`src/rtl/div.sv`:
```
// rtl/div.sv - iterative 32-bit radix-2 restoring divider with stall and abort handling
module div (
  input  logic        clk,
  input  logic        rst,
  input  logic        flush,
  input  logic        flush_cause,
  input  logic        ex_issue_mode_i,
  input  logic        start,
  input  logic        annul,
  input  logic        signed_div,
  input  logic [31:0] x,
  input  logic [31:0] y,
  output logic [63:0] z,
  output logic        ready,
  output logic        stall_req
);

  typedef enum logic [1:0] {IDLE, BYZERO, BUSY, DONE} state_e;

  state_e      state_q, state_d;
  logic [5:0]  count_q, count_d;
  logic [63:0] acc_q, acc_d;        // {remainder, dividend/quotient}
  logic [31:0] divisor_q, divisor_d;
  logic [31:0] x_q, x_d;            // raw dividend, returned as remainder on divide-by-zero
  logic        qneg_q, qneg_d;
  logic        rneg_q, rneg_d;
  logic [63:0] z_q, z_d;

  logic        abort;
  logic [31:0] abs_x, abs_y;
  logic [32:0] upper;
  logic        ge;
  logic [31:0] rem_next;
  logic [63:0] step;
  logic [31:0] q_fix, r_fix;

  // Exceptions always kill the operation; a mispredict only does so in dual issue.
  assign abort = annul | (flush & (flush_cause | ex_issue_mode_i));

  assign abs_x = (signed_div && x[31]) ? (~x + 32'd1) : x;
  assign abs_y = (signed_div && y[31]) ? (~y + 32'd1) : y;

  // One restoring step: the upper 33 bits of the left-shifted 65-bit {rem, dividend}
  // register are acc_q[63:31]; a successful subtract always leaves a 32-bit remainder.
  assign upper    = acc_q[63:31];
  assign ge       = upper >= {1'b0, divisor_q};
  assign rem_next = ge ? (upper[31:0] - divisor_q) : upper[31:0];
  assign step     = {rem_next, acc_q[30:0], ge};

  assign q_fix = qneg_q ? (~step[31:0] + 32'd1) : step[31:0];
  assign r_fix = rneg_q ? (~step[63:32] + 32'd1) : step[63:32];

  assign z     = z_q;
  assign ready = (state_q == DONE);

  // Stall from the accepting IDLE cycle until the result is presented.
  assign stall_req = ((state_q == IDLE) && start && !abort) ||
                     (state_q == BUSY) || (state_q == BYZERO);

  // Next-state and datapath update.
  always_comb begin
    state_d   = state_q;
    count_d   = count_q;
    acc_d     = acc_q;
    divisor_d = divisor_q;
    x_d       = x_q;
    qneg_d    = qneg_q;
    rneg_d    = rneg_q;
    z_d       = z_q;
    case (state_q)
      IDLE: begin
        if (start && !abort) begin
          x_d = x;
          if (y != 32'd0) begin
            state_d   = BUSY;
            acc_d     = {32'd0, abs_x};
            divisor_d = abs_y;
            qneg_d    = signed_div & (x[31] ^ y[31]);
            rneg_d    = signed_div & x[31];
            count_d   = 6'd0;
          end else begin
            state_d = BYZERO;
          end
        end
      end
      BUSY: begin
        if (abort) begin
          state_d = IDLE;
        end else begin
          acc_d   = step;
          count_d = count_q + 6'd1;
          if (count_q == 6'd31) begin
            state_d = DONE;
            z_d     = {r_fix, q_fix};
          end
        end
      end
      BYZERO: begin
        if (abort) begin
          state_d = IDLE;
        end else begin
          state_d = DONE;
          z_d     = {x_q, 32'hFFFF_FFFF};
        end
      end
      default: state_d = IDLE;
    endcase
  end

  // State register with synchronous reset taking priority over everything.
  always_ff @(posedge clk) begin
    if (rst) begin
      state_q   <= IDLE;
      count_q   <= 6'd0;
      acc_q     <= 64'd0;
      divisor_q <= 32'd0;
      x_q       <= 32'd0;
      qneg_q    <= 1'b0;
      rneg_q    <= 1'b0;
      z_q       <= 64'd0;
    end else begin
      state_q   <= state_d;
      count_q   <= count_d;
      acc_q     <= acc_d;
      divisor_q <= divisor_d;
      x_q       <= x_d;
      qneg_q    <= qneg_d;
      rneg_q    <= rneg_d;
      z_q       <= z_d;
    end
  end

endmodule

```
`config.mk`:
```
export PLATFORM = sky130hd
export DESIGN_NAME = div
export DESIGN_NICKNAME = d
export VERILOG_FILES = /design/src/rtl/div.sv
export SDC_FILE = /design/constraint.sdc
export NUM_CORES = 1
export LEC_CHECK = 0
export ABC_AREA = 1
export BUFFER_PORTS_ARGS = -buffer_cell sky130_fd_sc_hd__buf_2
export CORE_MARGIN = 2
export CORE_UTILIZATION = 60
export DETAILED_ROUTE_END_ITERATION = 10
export PLACE_DENSITY = 0.87
export SYNTH_ARGS = -nofsm -noshare
export SYNTH_HDL_FRONTEND = slang
export SYNTH_SLANG_ARGS = --single-unit
```
`constraint.sdc`:
```
create_clock -name clk -period 4.5 [get_ports clk]
set_input_delay 0.675 -clock clk [delete_from_list [all_inputs] [get_ports clk]]
set_output_delay 0.675 -clock clk [all_outputs]
set_load 0.02 [all_outputs]
```
# Word level (Yosys, flattened, before mapping)
# Index checks and enable logic that the tools add are counted.
[word_totals]
reg_bits = 202
output_inout_bits = 66
elab_cells = 75
[op_classes]
add_sub_neg = 6
magnitude_cmp = 1
eq_ne = 10
muxes = 23
bitwise = 10
reduce_logical = 17
[ops]
columns = ["op", "n"]
rows = [
  ["$mux W64", 6],
  ["$pmux W64 S2", 2],
  ["$mux W32", 5],
  ["$add A32 B1 Y32 const B", 4],
  ["$not A32 Y32", 4],
  ["$ge A33 B32 Y1", 1],
  ["$reduce_bool A32 Y1", 1],
  ["$sub A32 B32 Y32", 1],
  ["$mux W6", 3],
  ["$pmux W6 S2", 1],
  ["$mux W2", 5],
  ["$reduce_and A4 Y1", 2],
  ["$add A6 B1 Y6 const B", 1],
  ["$eq A6 B5 Y1 const B", 1],
  ["$ne A2 B1 Y1 const B", 3],
  ["$pmux W2 S3", 1],
  ["$logic_and A1 B1 Y1", 5],
  ["$eq A2 B2 Y1 const B", 2],
  ["$ne A2 B2 Y1 const B", 2],
  ["$reduce_and A2 Y1", 2],
  ["$reduce_bool A2 Y1", 2],
  ["$and A1 B1 Y1", 3],
  ["$ne A3 B2 Y1 const B", 1],
  ["$reduce_and A3 Y1", 1],
  ["other kinds (6)", 8],
]

# Depth between registers and ports, before layout
# Gate-level depths: netlist of the first run.
[depth]
depth_word = 8
ltp_mapped = 30

# Worst setup path before layout of the first run
# Ideal clock, no wire load.
[synth_path]
kind = "flip-flop to flip-flop"
startpoint = "reg acc_q[57]"
endpoint = "reg z_q[30] (netlist: z[30])"
arrival_ps = 3449
t_required_ps = 4442
slack_ps = 993
path_stages_with_launch = 28
path_buffers = 1
path_cell_list = "dfxtp_1 -> ha_1 -> nand2_1 -> nand2_1 -> nand3_1 -> nand2_1 -> a21oi_1 -> nand2_2 -> nor2_4 -> nand2_8 -> buf_12 -> inv_4 -> ha_1 -> inv_1 -> nor3_1 -> nor3b_1 -> nand2_1 -> nor3_2 -> nand4_1 -> nand2_1 -> o21ai_1 -> a21oi_1 -> inv_1 -> a21oi_1 -> a21oi_1 -> o21ai_0 -> o211ai_1 -> inv_1"
[synth_between]
elab_chain_len = 7
[synth_lines]
columns = ["item", "line_no", "source"]
rows = [
  ["from (decl)", "22", "logic [63:0] acc_q, acc_d;"],
  ["from (signal assigned)", "115", "acc_q <= 64'd0;"],
  ["from (signal assigned)", "124", "acc_q <= acc_d;"],
  ["$ge A33 B32 Y1", "46", "assign ge = upper >= {1'b0, divisor_q};"],
  ["$not A32 Y32", "50", "assign q_fix = qneg_q ? (~step[31:0] + 32'd1) : step[31:0];"],
  ["$add A32 B1 Y32", "50", ""],
  ["$mux W32", "50", ""],
  ["$mux W64", "92", "if (count_q == 6'd31) begin"],
  ["$mux W64", "87", "if (abort) begin"],
  ["$pmux W64 S2", "70", "case (state_q)"],
  ["to (signal assigned)", "129", "z_q <= z_d;"],
  ["to (decl)", "27", "logic [63:0] z_q, z_d;"],
]
# No other way between the ends. The select of a mux whose other input is x is not followed.
# A chain may end at the register's enable or synchronous reset.

# Worst setup path after layout of the first run
[layout_path]
startpoint = "reg divisor_q[11]"
endpoint = "reg z_q[30] (netlist: z[30])"
[layout_between]
elab_chain_len = 7
[layout_lines]
columns = ["item", "line_no", "source"]
rows = [
  ["from (decl)", "23", "logic [31:0] divisor_q, divisor_d;"],
  ["from (signal assigned)", "125", "divisor_q <= divisor_d;"],
  ["$ge A33 B32 Y1", "46", ""],
  ["$not A32 Y32", "50", ""],
  ["$add A32 B1 Y32", "50", ""],
  ["$mux W32", "50", ""],
  ["$mux W64", "92", ""],
  ["$mux W64", "87", ""],
  ["$pmux W64 S2", "70", ""],
]
# No other way between the ends. The select of a mux whose other input is x is not followed.

==> out/results.tsv, run 1 <==
stage	metric	value	unit
floorplanning	Boundary Pins	138	
detailed_routing	drt total wl	47.26	mm
grt	initial antenna violation count	1	
pwr	P_int	4092	uW
worst_setup_path	crit end category	flop	
sta	min Tclk post-route	3.984	ns
worst_setup_path	Worst Path Required	4.95	ns
clock_network	clock root buffer	clkbuf_16	
grt	gr usage total	38.57	%
pwr	Leakage	0.007452	uW
detailed_routing	wire per inst	18.21	um
sta	Fin Clk Skew	0.01740	ns
worst_setup_path	CP max-delay cell	ha_1	
flow_run	# Max-Cap Violations	0	
floorplanning	Initial Util	61.19	%
clock_network	TritonCTS Buffers	23	
clock_network	Worst-Skew Late Latency	0.52	ns
worst_setup_path	WS Path Type	reg -> reg	
sta	TNS Setup	0	ns
synth	number of synthesized register bits	202	
finish	Layout area overhead	11.79	%
synth	asr flop ratio synth	0	%
clock_network	Post-CTS Setup Repair Bufs	0	
pwr	Flop pwr share	29.2	%
sta	RSZ-0062 raised after global routing	false	
sta	pins over their slew limit	0	
pwr	sw frac	41.72	%
placed_design	hpwl dp	35.72	mm
placed_design	Final Wtd Congestion	1.113	
pwr	VDD IR-drop max	0.3390	mV
sta	Worst Max-Slew Pin Slew	1.209	ns
detailed_routing	via/cell ratio	5.787	
floorplanning	Die Ht	156.0	um
synth	post-synthesis cell area	13850	um^2
finish	fraction of layout cells with a size suffix above 1	13.02	%
floorplanning	Die X	156.0	um
grt	first-pass GRT wire length	73.94	mm
clock_network	H-Tree Depth	1	
grt	largest net degree at the start of global routing	106	
sta	f_max	0.2510	GHz
worst_setup_path	CP dominant cell by count	nand2_1	
grt	vias in the first global route	13970	
finish	diodes inserted	0	
grt	GR Overflow Total	0	
clock_network	CTS tree	yes	
detailed_routing	drt initial violations	1553	
finish	post-route cell area	15490	um^2
clock_network	Clock transition at path regs	0.07	ns
placed_design	IO Port Bufs	137	
pwr	Comb pwr share	41.3	%
sta	WHS	0.4545	ns
worst_setup_path	crit path launch type	flop	
detailed_routing	Initial DRT Pass Iterations	6	
floorplanning	num rows	55	
sta	# setup viols final	0	
detailed_routing	post-route ant nets	0	
clock_network	CTS Buffer Depth	3	
sta	Hold Vio Cnt, Final	0	
finish	nets	2410	
synth	Post-synth EDFFs	0	
worst_setup_path	Worst Path Arrival	4.44	ns
pwr	PwrDens	453.3	nW/um^2
floorplanning	core area	22640	um^2
worst_setup_path	Worst R2R Setup Slack	0.52	ns
synth	sequential share of the synthesized area	29.19	%
detailed_routing	DR DRC count	0	
synth	Synth cell types	56	
synth	Synth Area per Inst	6.289	um^2
worst_setup_path	CP peak stage delay	0.40	ns
floorplanning	total die area	24320	um^2
synth	Primary FF master, synth	dfxtp_1	
worst_setup_path	largest fanout on the critical path	7	
synth	Mapped Cells	2203	
sta	relative slew slack	19.39	%
sta	fin crit share	88.53	%
worst_hold_path	Hold Path Class	reg -> reg	
finish	post-layout util	68.41	%
pwr	Net Sw Power	2929	uW
synth	syn_nets	2317	
pwr	clock share of power	29.4	%
status	outcome	completed	
synth	Ys Warns	0	
clock_network	CTS sink cnt	202	
detailed_routing	DR vias	15020	
placed_design	DP Area	14650	um^2
-- stage by stage --
stage,instances,setup WS (ns),power (uW)
2_1_floorplan,2203,0.9925,4118
3_3_place_gp,2556,0.4240,4852
3_5_place_dp,2556,0.3574,4875
4_1_cts,2596,0.3139,6926
5_1_grt,2596,0.01810,7407
6_report,2596,0.5159,7021
-- power by group through the flow --
stage	combinational, uW	clock, uW	sequential (uW)
detailed placement	2790	0	2080
CTS	2820	2060	2040
finish	2900	2070	2050
global placement	2780	0	2080
global route	3200	2140	2070
floorplan	2030	0	2080
-- kinds of logic after synthesis --
| kind of cell | synth area share (%) |
|---|---|
| AO/OA/AOI/OAI | 17.96 |
| XOR/XNOR | 5.500 |
| adder cells (fa/ha/maj) | 3.847 |
| buffers and inverters | 10.71 |
| flip-flops | 29.19 |
| AND/OR/NAND/NOR | 32.79 |
-- synth_stat cells, types with 20 or more instances --
| cell type | count | share of area [%] |
|---|---|---|
| xor2_1 | 60 | 3.8 |
| nor2_1 | 188 | 5.1 |
| dfxtp_1 | 202 | 29 |
| inv_1 | 270 | 7.3 |
| nand2_1 | 602 | 16 |
| a21oi_1 | 215 | 7.8 |
| xnor2_1 | 27 | 1.7 |
| nand3_1 | 108 | 3.9 |
| ha_1 | 41 | 3.7 |
| o21ai_1 | 20 | 0.72 |
| clkbuf_1 | 76 | 2.1 |
| nor3_1 | 22 | 0.79 |
| a31oi_1 | 25 | 1.1 |
| nand2_2 | 33 | 1.5 |
| o21ai_0 | 123 | 4.4 |
-- worst max-delay path, delay by kind of cell, from the launching register on --
family | cells | cell delay, ns
AOI/OAI and AO/OA | 6 | 0.80
adders and majority gates | 2 | 0.55
buffers and inverters | 7 | 0.47
DFF | 1 | 0.34
and+or+nand+nor | 14 | 1.75
-- worst paths after layout --
path | from | cells after the start | end
max | divisor_q[11] | 29 | z[30]
min | x_q[7] | 2 | x_q[7]
max reg2reg | divisor_q[11] | 29 | z[30]
min reg2reg | x_q[7] | 2 | x_q[7]
-- repair_timing --
| item | CTS | global route |
|---|---|---|
| setup endpoints to repair | 0 | 3 |
| gates resized for setup | 0 | 4 |
| hold buffers | 0 | 0 |
-- sequential cells by signal (all words and copies together) (netlist names) --
name       flops
acc_q         64
count_q        6
divisor_q     32
qneg_q         1
rneg_q         1
state_q        2
x_q           32
z             64
-- per-layer routing --
metal | vias to the layer above | routed length (um) | global-route usage [%]
met5 | - | 13 | 0
met3 | 138 | 5252 | 10.61
li1 | 7306 | - | -
met4 | 2 | 1813 | 13.24
met1 | 6824 | 20220 | 52.72
met2 | 753 | 19960 | 58.70
-- layout make-up --
type / count / area, um^2
fill: 2087 / 7153
sequential: 202 / 4044
clock buffer: 31 / 645.6
multi-input combinational: 1626 / 8348
inverter: 285 / 1072
timing repair buffer: 158 / 845.8
clock inverter: 9 / 175.2
tap: 285 / 356.6
-- placed cells by master, fill, tap and decap left out, drive strengths merged, types with 2 or more instances in the layout --
cell type    n
o21ai      147
clkinv       4
inv        283
o221ai      13
o21a         3
nor2       207
nor4        14
xor2        60
clkbuf      31
nor3        25
nand3      118
nand2      637
o221a        2
a2bb2oi      7
a211oi       6
nand4       17
nand3b      11
o31ai        2
dfxtp      202
xnor2       27
o211ai      14
o21bai       3
ha          41
bufinv       5
or2         12
and2         6
buf        158
clkinvlp     2
a31oi       25
a21oi      219
Power figures use the tool's default switching activity.
==> run 2, diff against run 1 <==
==> constraint.sdc (replaced) <==
create_clock -name clk -period 4.5 [get_ports clk]
set_input_delay 0.9 -clock clk [delete_from_list [all_inputs] [get_ports clk]]
set_output_delay 0.9 -clock clk [all_outputs]
set_load 0.02 [all_outputs]
==> run 2 against run 1 <==
Net effect:
- critical endpoint is now z[50]
- cell count up 0.35%
- wire length up 0.18%
- critical path type unchanged
- hold slack worse by 0.0029 ns
- final area up 0.36%
- combinational power about the same
- sequential power about the same
- worst setup slack worse by 0.25 ns
- via count up 1.3%
- highest routed layer is now met4
- first-iteration DRC count up 12%
==> out/results.tsv, run 2 (synthesis gave the netlist of run 1 again) <==
stage	metric	value	unit	change
status	outcome	completed		unchanged
floorplanning	total die area	24320	um^2	unchanged
worst_hold_path	Hold Path Sink	x_q[21]		was x_q[7]
worst_setup_path	Reg2Reg Depth	23		was 29
worst_setup_path	WS Path Type	reg -> reg		unchanged
worst_setup_path	Worst R2R Setup Slack	0.26	ns	was 0.52 ns
clock_network	clock root buffer	clkbuf_16		unchanged
flow_run	# Max-Cap Violations	0		unchanged
detailed_routing	drt total wl	47.35	mm	was 47.26 mm
worst_hold_path	Hold Path Class	reg -> reg		unchanged
worst_hold_path	Hold Crit Start	x_q[21]		was x_q[7]
pwr	Leakage	0.007484	uW	was 0.007452 uW
worst_setup_path	crit end category	flop		unchanged
worst_setup_path	Worst Path Required	4.87	ns	was 4.95 ns
worst_setup_path	Crit. Startpoint	divisor_q[14]		was divisor_q[11]
sta	fin crit share	94.15	%	was 88.53%
detailed_routing	wire per inst	18.18	um	was 18.21 um
detailed_routing	DR DRC count	0		unchanged
sta	min Tclk post-route	4.237	ns	was 3.984 ns
finish	commonest non-fill, non-tap cell in the layout	nand2_1		unchanged
clock_network	CTS sink cnt	202		unchanged
placed_design	placed cell count	2562		was 2556
pwr	PwrDens	451.4	nW/um^2	was 453.3 nW/um^2
finish	fraction of layout cells with a size suffix above 1	13.36	%	was 13.02%
grt	largest net degree at the start of global routing	83		was 106
finish	fin cells	2605		was 2596
clock_network	CTS Buffer Depth	3		unchanged
grt	GR Overflow Total	0		unchanged
detailed_routing	post-route ant nets	0		unchanged
sta	f_max	0.2360	GHz	was 0.2510 GHz
sta	WHS	0.4516	ns	was 0.4545 ns
sta	Worst Max-Slew Pin Slew	1.119	ns	was 1.209 ns
clock_network	Worst-Skew Late Latency	0.52	ns	about the same
finish	most frequent cells in the layout	nand2_1, inv_1, a21oi_1		unchanged
floorplanning	Initial Util	61.19	%	unchanged
floorplanning	Die X	156.0	um	unchanged
placed_design	Final Wtd Congestion	1.032		was 1.113
sta	Fin Clk Skew	0.01405	ns	was 0.01740 ns
sta	relative slew slack	25.27	%	was 19.39%
sta	pins over their slew limit	0		unchanged
clock_network	Clock transition at path regs	0.06	ns	was 0.07 ns
worst_setup_path	largest fanout on the critical path	42		was 7
placed_design	IO Port Bufs	137		unchanged
floorplanning	core area	22640	um^2	unchanged
finish	post-layout util	68.65	%	was 68.41%
grt	vias in the first global route	13660		was 13970
grt	gr usage total	38.29	%	was 38.57%
detailed_routing	via/cell ratio	5.843		was 5.787
worst_hold_path	Cells on Worst Hold Path	2		unchanged
clock_network	TritonCTS Buffers	23		unchanged
clock_network	CTS Hold Bufs	0		unchanged
worst_setup_path	Worst Path Arrival	4.60	ns	was 4.44 ns
grt	initial antenna violation count	0		was 1
finish	post-route cell area	15540	um^2	was 15490 um^2
worst_setup_path	Critical R2R Launch	divisor_q[14]		was divisor_q[11]
sta	# setup viols final	0		unchanged
finish	diodes inserted	0		unchanged
sta	Hold Vio Cnt, Final	0		unchanged
worst_setup_path	FF-to-FF End	z[50]		was z[30]
pwr	VDD IR-drop max	0.3827	mV	was 0.3390 mV
grt	first-pass GRT wire length	73.60	mm	was 73.94 mm
placed_design	DP Area	14700	um^2	was 14650 um^2
placed_design	pre-CTS WS	-0.1029	ns	was 0.3574 ns
finish	Layout area overhead	12.18	%	was 11.79%
detailed_routing	drt initial violations	1741		was 1553
floorplanning	num rows	55		unchanged
clock_network	CTS tree	yes		unchanged
clock_network	H-Tree Depth	1		unchanged
placed_design	hpwl dp	35.43	mm	was 35.72 mm
worst_setup_path	crit path launch type	flop		unchanged
detailed_routing	DR vias	15220		was 15020
detailed_routing	Initial DRT Pass Iterations	7		was 6
floorplanning	Boundary Pins	138		unchanged
sta	final setup margin	0.2633	ns	was 0.5159 ns
finish	nets	2418		was 2410
floorplanning	Die Ht	156.0	um	unchanged
==> run 2: layout make-up <==
cell class | instances | area, um^2
clock buffers | 31 | 655.6
clock inverters | 10 | 161.4
well taps | 285 | 356.6
repair buffers | 165 | 898.4
inverters | 285 | 1072
flip-flops and latches | 202 | 4044
multi-input cells | 1627 | 8354
fillers | 2047 | 7098
==> run 2: worst max path at each step <==
stage | to | slack (ns)
4_1_cts | z[30] | 0.21
3_3_place_gp | z[30] | 0.05
6_report | z[50] | 0.26
2_1_floorplan | z[30] | 0.99
5_1_grt | z[30] | -0.008
3_5_place_dp | z[26] | -0.10
==> run 2: worst max-delay path, stage by stage, from the launching register on <==
cell      delay [ns]
dfxtp_1         0.33
inv_1           0.04
ha_1            0.38
nand2_2         0.12
nor2_1          0.25
nand2_1         0.13
nor2_2          0.16
nand3b_1        0.13
nand2_2         0.14
nor2_4          0.07
nand2_8         0.08
buf_4           0.51
nand2_2         0.14
o21ai_4         0.15
ha_1            0.27
nand3_1         0.11
inv_1           0.13
nand3_1         0.19
o21ai_1         0.29
nand2_1         0.12
nand2_1         0.08
nand2_1         0.04
o21ai_1         0.13
a21oi_1         0.07
==> run 2: where the power goes <==
| group | internal (uW) | leakage, uW | switching, uW | total (uW) |
|---|---|---|---|---|
| Clock | 1250 | 0.000392 | 804 | 2060 |
| Sequential | 1920 | 0.00164 | 125 | 2050 |
| Combinational | 888 | 0.00545 | 2020 | 2910 |
==> run 2: stage by stage <==
stage	total power, uW	TNS [ns]
after floorplan	4118	0
after global placement	4840	0
after detailed placement	4870	-0.1907
after CTS	6919	0
after global routing	7373	-0.007554
final	7015	0
==> run 2: repair_timing <==
| action | 4_1_cts | 5_1_grt |
|---|---|---|
| cloned | 1 | 0 |
| setup endpoints to repair | 3 | 4 |
| gates resized for setup | 0 | 3 |
| setup buffers | 1 | 0 |
| pin swaps | 1 | 0 |
==> run 2: per-layer routing <==
layer	track usage, %	part of all wire, %
met5	0	0
met4	11.45	3.3
met3	7.750	11
met2	57.88	43
met1	55.07	43
==> run 3, diff against run 2 <==
REMOVE_ABC_BUFFERS = 1   (was unset)
==> run 3 against run 2 <==
Net effect:
- hold slack better by 0.0020 ns
- largest cell class unchanged
- register-to-register slack better by 0.21 ns
- critical path type unchanged
- highest routed layer unchanged
- global-route usage down 0.73 points
- combinational power about the same
==> out/results.tsv, run 3 (synthesis gave the netlist of run 1 again) <==
stage	metric	value	unit	change
status	outcome	completed		unchanged
grt	GR Util met2	57.84	%	was 57.88%
sta	TNS Setup	0	ns	unchanged
grt	GR Overflow Total	0		unchanged
finish	post-layout util	68.55	%	was 68.65%
sta	final setup margin	0.4751	ns	was 0.2633 ns
placed_design	pre-CTS WS	0.3997	ns	was -0.1029 ns
clock_network	CTS sink cnt	202		unchanged
finish	Layout area overhead	12.03	%	was 12.18%
placed_design	hpwl dp	34.57	mm	was 35.43 mm
floorplanning	Die X	156.0	um	unchanged
grt	GR Util met1	52.83	%	was 55.07%
clock_network	Clock transition at path regs	0.06	ns	about the same
clock_network	H-Tree Depth	1		unchanged
worst_setup_path	crit end category	flop		unchanged
detailed_routing	drt total wl	46.69	mm	was 47.35 mm
clock_network	clock root buffer	clkbuf_16		unchanged
detailed_routing	drt initial violations	1871		was 1741
floorplanning	Initial Util	61.19	%	unchanged
worst_hold_path	Hold Path Class	reg -> reg		unchanged
sta	Hold Vio Cnt, Final	0		unchanged
worst_setup_path	WS Path Type	reg -> reg		unchanged
pwr	VDD IR-drop max	0.3251	mV	was 0.3827 mV
sta	min Tclk post-route	4.025	ns	was 4.237 ns
grt	grt peak-use layer	met2		unchanged
detailed_routing	DR vias	15030		was 15220
sta	fin crit share	89.44	%	was 94.15%
finish	most frequent cells in the layout	nand2_1, inv_1, a21oi_1		unchanged
clock_network	TritonCTS Buffers	23		unchanged
detailed_routing	Initial DRT Pass Iterations	6		was 7
finish	fin cells	2596		was 2605
pwr	PwrDens	457.3	nW/um^2	was 451.4 nW/um^2
grt	largest net degree at the start of global routing	83		unchanged
finish	diodes inserted	0		unchanged
placed_design	Final Wtd Congestion	1.025		was 1.032
floorplanning	Boundary Pins	138		unchanged
sta	Worst Max-Slew Pin Slew	1.173	ns	was 1.119 ns
detailed_routing	wire per inst	17.98	um	was 18.18 um
finish	nets	2409		was 2418
placed_design	placed cell count	2555		was 2562
floorplanning	num rows	55		unchanged
clock_network	Post-CTS Setup Repair Bufs	0		was 1
detailed_routing	via/cell ratio	5.789		was 5.843
grt	vias in the first global route	13640		was 13660
sta	f_max	0.2485	GHz	was 0.2360 GHz
worst_setup_path	CP peak stage delay	0.35	ns	was 0.51 ns
sta	# setup viols final	0		unchanged
sta	pins over their slew limit	0		unchanged
detailed_routing	DR DRC count	0		unchanged
pwr	Leakage	0.007472	uW	was 0.007484 uW
sta	RSZ-0062 raised after global routing	false		
floorplanning	total die area	24320	um^2	unchanged
grt	initial antenna violation count	0		unchanged
worst_setup_path	CP max-delay cell	ha_1		was buf_4
finish	commonest non-fill, non-tap cell in the layout	nand2_1		unchanged
clock_network	Worst-Skew Late Latency	0.54	ns	was 0.52 ns
floorplanning	Die Ht	156.0	um	unchanged
placed_design	IO Port Bufs	137		unchanged
flow_run	# Max-Cap Violations	0		unchanged
worst_setup_path	Worst Path Required	4.98	ns	was 4.87 ns
worst_setup_path	crit path launch type	flop		unchanged
worst_setup_path	largest fanout on the critical path	7		was 42
grt	met3 usage	7.000	%	was 7.750%
sta	relative slew slack	21.67	%	was 25.27%
detailed_routing	post-route ant nets	0		unchanged
finish	fraction of layout cells with a size suffix above 1	12.94	%	was 13.36%
sta	Fin Clk Skew	0.01358	ns	was 0.01405 ns
clock_network	CTS Buffer Depth	3		unchanged
grt	first-pass GRT wire length	72.54	mm	was 73.60 mm
floorplanning	core area	22640	um^2	unchanged
worst_setup_path	Worst Path Arrival	4.51	ns	was 4.60 ns
grt	gr usage total	37.56	%	was 38.29%
clock_network	CTS tree	yes		unchanged
[run 3: cell count changes in the layout (fill, tap and decap cells not counted)]
cell,previous run,this run
inv_6,1,0
clkinv_2,2,1
clkbuf_1,3,4
clkinv_4,0,1
inv_16,0,1
clkbuf_8,5,4
buf_4,29,21
clkinvlp_4,3,1
nor2_2,15,14
nor3_2,4,3
bufinv_16,4,6
nor3_1,20,21
[run 3: layout make-up]
| cell class | instances | area (um^2) |
|---|---|---|
| multi-input combinational | 1626 | 8343 |
| fill | 2038 | 7119 |
| sequential | 202 | 4044 |
| inverter | 285 | 1072 |
| timing repair buffer | 157 | 838.3 |
| clock buffer | 31 | 645.6 |
| tap | 285 | 356.6 |
| clock inverter | 10 | 221.5 |
[run 3: path summary, 6_finish.rpt]
check                                to         start  cells past startpoint  slack [ns]
worst min-delay path            x_q[29]       x_q[29]                      2        0.45
worst max register to register    z[26]  divisor_q[8]                     29        0.48
worst max-delay path              z[26]  divisor_q[8]                     29        0.48
worst min register to register  x_q[29]       x_q[29]                      2        0.45
[run 3: where the power goes]
part / switching [uW] / leakage [uW] / internal [uW] / total [uW]
combinational: 2000 / 0.00541 / 878 / 2880
sequential: 120 / 0.00164 / 1920 / 2040
clock: 815 / 0.000420 / 1360 / 2170
[run 3: repair_timing]
item,4_1_cts,5_1_grt
endpoints found under the setup margin,0,2
hold endpoints to repair,0,0
resized for setup,0,2
hold buffers,0,0
[run 3: metrics by stage]
stage                     area, um^2  hold WS, ns  power, uW
after floorplan                13440       0.4318       4031
after global placement         14650       0.4383       4822
after detailed placement       14650       0.4456       4858
after CTS                      15510       0.4554       7029
after global routing           15520       0.4764       7460
final                          15520       0.4536       7098
[run 3: per-layer routing]
metal  up-vias  share of wire, %
li1       7303                 -
met1      6792                43
met2       820                43
met3       113                11
met4         0               3.5
met5         -                 0
[run 3: critical path, delay by kind of cell, from the launching register on]
family / cells / cell delay, ns
AND/OR/NAND/NOR: 14 / 1.85
AO/OA/AOI/OAI: 6 / 0.82
adder cells (fa/ha/maj): 2 / 0.50
buffers and inverters: 7 / 0.48
flip-flops: 1 / 0.34
